<file path="config.mk">
export PLATFORM = sky130hd
export DESIGN_NAME = word_byte_serializer
export DESIGN_NICKNAME = d
export VERILOG_FILES = /design/src/rtl/word_byte_serializer.sv
export SDC_FILE = /design/constraint.sdc
export NUM_CORES = 1
export LEC_CHECK = 0
export CAP_MARGIN = 0
export CORE_ASPECT_RATIO = 2
export CORE_MARGIN = 4
export CORE_UTILIZATION = 43
export DETAILED_ROUTE_END_ITERATION = 16
export GPL_TIMING_DRIVEN = 0
export MAX_ROUTING_LAYER = met4
export PLACE_DENSITY = 0.75
export SYNTH_ARGS = -nofsm -noshare
export SYNTH_HDL_FRONTEND = slang
export SYNTH_SLANG_ARGS = --single-unit
</file>
<file path="constraint.sdc">
create_clock -name Clock -period 1.95 [get_ports Clock]
set_clock_uncertainty 0.05 [all_clocks]
set_input_delay 0.195 -clock Clock [delete_from_list [all_inputs] [get_ports Clock]]
set_output_delay 0.195 -clock Clock [all_outputs]
set_load 0.02 [all_outputs]
</file>
<file path="src/rtl/word_byte_serializer.sv">
// word_byte_serializer
// Splits a 32-bit word into 1..4 bytes. The most-significant selected byte
// comes out first. Both sides use a valid/ready handshake. A final-byte
// output handshake can coincide with loading the next word, so
// back-to-back words leave no bubble.
module word_byte_serializer (
  input  logic        Clock,
  input  logic        Reset,
  input  logic [31:0] I,
  input  logic [1:0]  Size,
  input  logic        InValid,
  output logic        InReady,
  output logic [7:0]  Q,
  output logic        OutValid,
  input  logic        OutReady,
  output logic        Last,
  output logic [1:0]  Remaining
);

  localparam int DATA_W = 32;
  localparam int BYTE_W = 8;

  typedef enum logic {
    IDLE = 1'b0,
    SEND = 1'b1
  } state_t;

  state_t                    state;
  state_t                    state_nxt;
  logic        [DATA_W-1:0]  shift_p0;
  logic        [1:0]         cnt_p0;
  logic                      in_hs;
  logic                      out_hs;
  logic                      last_hs;

  // Moves the top selected byte of w into bits [31:24]. The unselected
  // upper bytes fall off the top, so they are never emitted.
  function automatic logic [DATA_W-1:0] align_word(
    input logic [DATA_W-1:0] w,
    input logic [1:0]        sz
  );
    logic [DATA_W-1:0] r;
    case (sz)
      2'd0:    r = {w[7:0],  24'h000000};
      2'd1:    r = {w[15:0], 16'h0000};
      2'd2:    r = {w[23:0], 8'h00};
      default: r = w;
    endcase
    return r;
  endfunction

  // Handshake qualifiers. InReady depends on OutReady through a
  // combinational path, so a final byte and a new word can both be
  // accepted at the same edge.
  always_comb begin
    out_hs  = OutValid & OutReady;
    last_hs = out_hs & (cnt_p0 == 2'd0);
    InReady = (state == IDLE) | (out_hs & Last);
    in_hs   = InValid & InReady;
  end

  // State register; a reset drops any word in flight.
  always_ff @(posedge Clock) begin
    if (!Reset) state <= IDLE;
    else        state <= state_nxt;
  end

  // Next state: load into SEND, or return to IDLE after the final byte
  // if no new word arrives at the same edge.
  always_comb begin
    state_nxt = state;
    if (in_hs)        state_nxt = SEND;
    else if (last_hs) state_nxt = IDLE;
  end

  // ---- stage p0: byte shift register and remaining-byte count ----
  // Load on input handshake, otherwise advance one byte per output handshake.
  always_ff @(posedge Clock) begin
    if (!Reset) begin
      shift_p0 <= '0;
      cnt_p0   <= 2'd0;
    end else if (in_hs) begin
      shift_p0 <= align_word(I, Size);
      cnt_p0   <= Size;
    end else if (out_hs && (cnt_p0 != 2'd0)) begin
      shift_p0 <= {shift_p0[DATA_W-BYTE_W-1:0], {BYTE_W{1'b0}}};
      cnt_p0   <= cnt_p0 - 2'd1;
    end
  end

  // Output decode from registered state; IDLE presents all zeros.
  always_comb begin
    OutValid  = 1'b0;
    Q         = '0;
    Last      = 1'b0;
    Remaining = 2'd0;
    if (state == SEND) begin
      OutValid  = 1'b1;
      Q         = shift_p0[DATA_W-1 -: BYTE_W];
      Last      = (cnt_p0 == 2'd0);
      Remaining = cnt_p0;
    end
  end

endmodule

</file>
==> flow_metrics.env <==
export IMPL_cts_buffer_depth=2
export IMPL_die_h_um=106
export IMPL_cts_sink_count=35
export IMPL_wl_per_cell_um=18.8
export IMPL_internal_power_mw=1.32
export IMPL_synth_edf_count=0
export IMPL_root_buffer="clkbuf_8"
export IMPL_switching_share_pct=28.5
export IMPL_pwr_share_seq_pct=43.4
export IMPL_synth_ff_type="dfxtp_1"
export IMPL_r2r_cells=7
export IMPL_startpoint_type="flop"
export IMPL_firstDrtPassIters=5
export IMPL_hp_class="primary input to flop"
export IMPL_fin_hold_ws_ps=220
export IMPL_rows=35
export IMPL_cts_tree="done"
export IMPL_netlist_area_leader_share_pct=33.7
export IMPL_num_antenna_cells=0
export IMPL_m1WireLength_um=2330
export IMPL_gp_congestion=0.897
export IMPL_ant_nets=0
export IMPL_htree_levels=2
export IMPL_die_area_um2=6080
export IMPL_clockPowerShare_pct=31.9
export IMPL_grt_max_degree=11
export IMPL_grt_pass1_wl_um=10000
export IMPL_die_w_um=57.2
export IMPL_cts_buffers=5
export IMPL_max_freq_ghz=0.564
export IMPL_finalWorstSetupSlack_ps=176
export IMPL_synth_area_leaders="dfxtp_1 (34%), mux2_2 (7.0%), mux2i_1 (6.3%)"
export IMPL_vias_per_cell=5.92
export IMPL_first_iter_violations=88
export IMPL_io_buffers=48
export IMPL_core_area_um2=4640
export IMPL_syn_cell_area_um2=2080
export IMPL_num_vias=1970
export IMPL_routed_wl_met2_um=3390
export IMPL_postSynthCellCount=222
export IMPL_drc=0
export IMPL_clk_pin_slew_ps=70
export IMPL_fin_area_um2=2720
export IMPL_ys_ff_latch=35
export IMPL_min_to="shift_p0[10]"
export IMPL_postRouteWirelength_um=6270
export IMPL_r2r_slack_ps=200
export IMPL_worst_pin_slew_ps=534
export IMPL_status="completed"
export IMPL_crit_type="flop to primary output"
export IMPL_worstPathRequired_ps=1700
export IMPL_yosysWarnings=0
export IMPL_rr_startpoint="cnt_p0[0]"
export IMPL_grt_pass1_vias=2046
export IMPL_p_sw_uw=524
export IMPL_clk_latency_ps=300
export IMPL_layout_commonest_cell="clkdlybuf4s50_1"
export IMPL_worstReg2RegEnd="shift_p0[25]"
export IMPL_fin_nets=316
export IMPL_final_cell_mix="clkdlybuf4s50_1 (37), dfxtp_1 (35), nand2_1 (21)"
export IMPL_vdd_drop_max_mv=0.626
export IMPL_syn_avg_cell_area_um2=9.37
export IMPL_async_flop_share_pct=0
export IMPL_grt_overflow=0
export IMPL_start_util_pct=44.8
export IMPL_pwr_density_cell_nw_per_um2=677
export IMPL_cts_hold_buf=0
export IMPL_synth_yosys_seq_area_share_pct=33.7
export IMPL_area_growth_pct=30.7
export IMPL_slew_viol_final=0
export IMPL_arrival_ps=1530
export IMPL_ios=51
export IMPL_layout_drive_gt1_share_pct=18.7
export IMPL_hold_depth=3
export IMPL_crit_fanout=6
export IMPL_crit_path_end_kind="primary output"
export IMPL_place_ws_ps=-3.93
export IMPL_post_route_period_util_pct=91.0
export IMPL_finalHoldViolations=0
export IMPL_yosysTopAreaCell="dfxtp_1"
export IMPL_maxSlewHeadroom_pct=64.4
export IMPL_ys_types=37
export IMPL_grt_setup_unrepaired="no"
export IMPL_comb_power_share_pct=24.7
export IMPL_hold_start="Reset"
export IMPL_dpl_cell_area_um2=2630
export IMPL_synth_nets=261
export IMPL_grt_usage_pct=22.1
export IMPL_dp_hpwl_um=4560
export IMPL_setup_viol=0
export IMPL_wl_met3_um=361
export IMPL_antenna_found_initial=0
export IMPL_fill_cells=449
export IMPL_drv_cap=0
export IMPL_min_period_ps=1770
export IMPL_top_layer_used="met4"
export IMPL_leakage_nw=1.11
-- routing by layer --
| layer | track usage, % | vias up |
|---|---|---|
| met4 | 12.1 | 0 |
| met2 | 37.6 | 83 |
| met3 | 4.37 | 16 |
| met1 | 23.4 | 939 |
| met5 | - | - |
| li1 | - | 932 |
-- through the flow --
stage / power, mW / std cells / TNS, ps / util (%)
after global routing: 1.93 / 333 / 0 / 58.6
after CTS: 1.85 / 333 / 0 / 58.6
after floorplan: 1.09 / 222 / 0 / -
final: 1.84 / 333 / 0 / 58.6
after global placement: 1.27 / 325 / -22.8 / 56.6
after detailed placement: 1.27 / 325 / -3.93 / 56.6
-- state kept, by name (all words and copies together) (netlist names) --
name      flops
state         1
cnt_p0        2
shift_p0     32
-- critical path: stages (launching register included) --
cell and delay (ps):
dfxtp_1 370, inv_1 60, ha_1 250, a21bo_2 240, dlygate4sd2_1 320
-- repair_timing --
item                       4_1_cts  5_1_grt
buffers inserted                 0        0
setup endpoints to repair       11        0
gates resized for setup         13        0
-- synthesized netlist by cell type (3+ instances only) --
cell type  number
dfxtp_1        35
nand2_1        21
nor2_1         14
a21oi_1        13
mux2_2         13
mux2i_1        13
and2_1         12
o221ai_1       12
o21ai_0         9
a22oi_1         8
o22ai_1         7
o22ai_2         7
buf_2           5
buf_6           5
o2bb2ai_1       5
clkbuf_1        4
mux4_2          4
nand3_1         4
nor2b_1         4
nor3_1          4
buf_4           3
inv_1           3
-- power by group through the flow --
stage          logic [mW]  clock network [mW]  registers (mW)
3_3_place_gp        0.454                   0           0.812
4_1_cts             0.455               0.594           0.797
6_report            0.455               0.586           0.799
3_5_place_dp        0.460                   0           0.814
5_1_grt             0.493               0.634           0.804
2_1_floorplan       0.280                   0           0.806
-- worst max-delay path by stage --
| stage | depth (start not counted) | from | endpoint |
|---|---|---|---|
| after global placement | 5 | Size[1] | shift_p0[29] |
| after CTS | 4 | cnt_p0[0] | InReady |
| final | 4 | cnt_p0[0] | InReady |
| after detailed placement | 5 | Size[1] | shift_p0[29] |
| after global routing | 7 | cnt_p0[1] | shift_p0[25] |
| after floorplan | 6 | state | shift_p0[0] |
-- kinds of logic (layout without fill, tap and decap cells) --
group / count (synthesis) / in the layout / share of synthesized area, %
DFF: 35 / 35 / 33.7
muxes: 30 / 30 / 17.6
and+or+nand+nor: 66 / 66 / 16.2
adders and majority gates: 1 / 1 / 0.602
AOI/OAI and AO/OA: 68 / 68 / 24.7
buffers and inverters: 22 / 78 / 7.10
-- cell type report --
| cell class | count | area [µm²] | area share [%] |
|---|---|---|---|
| Clock buffer | 8 | 100 | 3.68 |
| Tap cell | 55 | 68.8 | 2.53 |
| Buffer | 19 | 140 | 5.15 |
| Multi-Input combinational cell | 165 | 1230 | 45.3 |
| Timing Repair Buffer | 48 | 467 | 17.2 |
| Inverter | 3 | 11.3 | 0.414 |
| Sequential cell | 35 | 701 | 25.8 |
No activity file was read; power rests on OpenSTA's default activity.
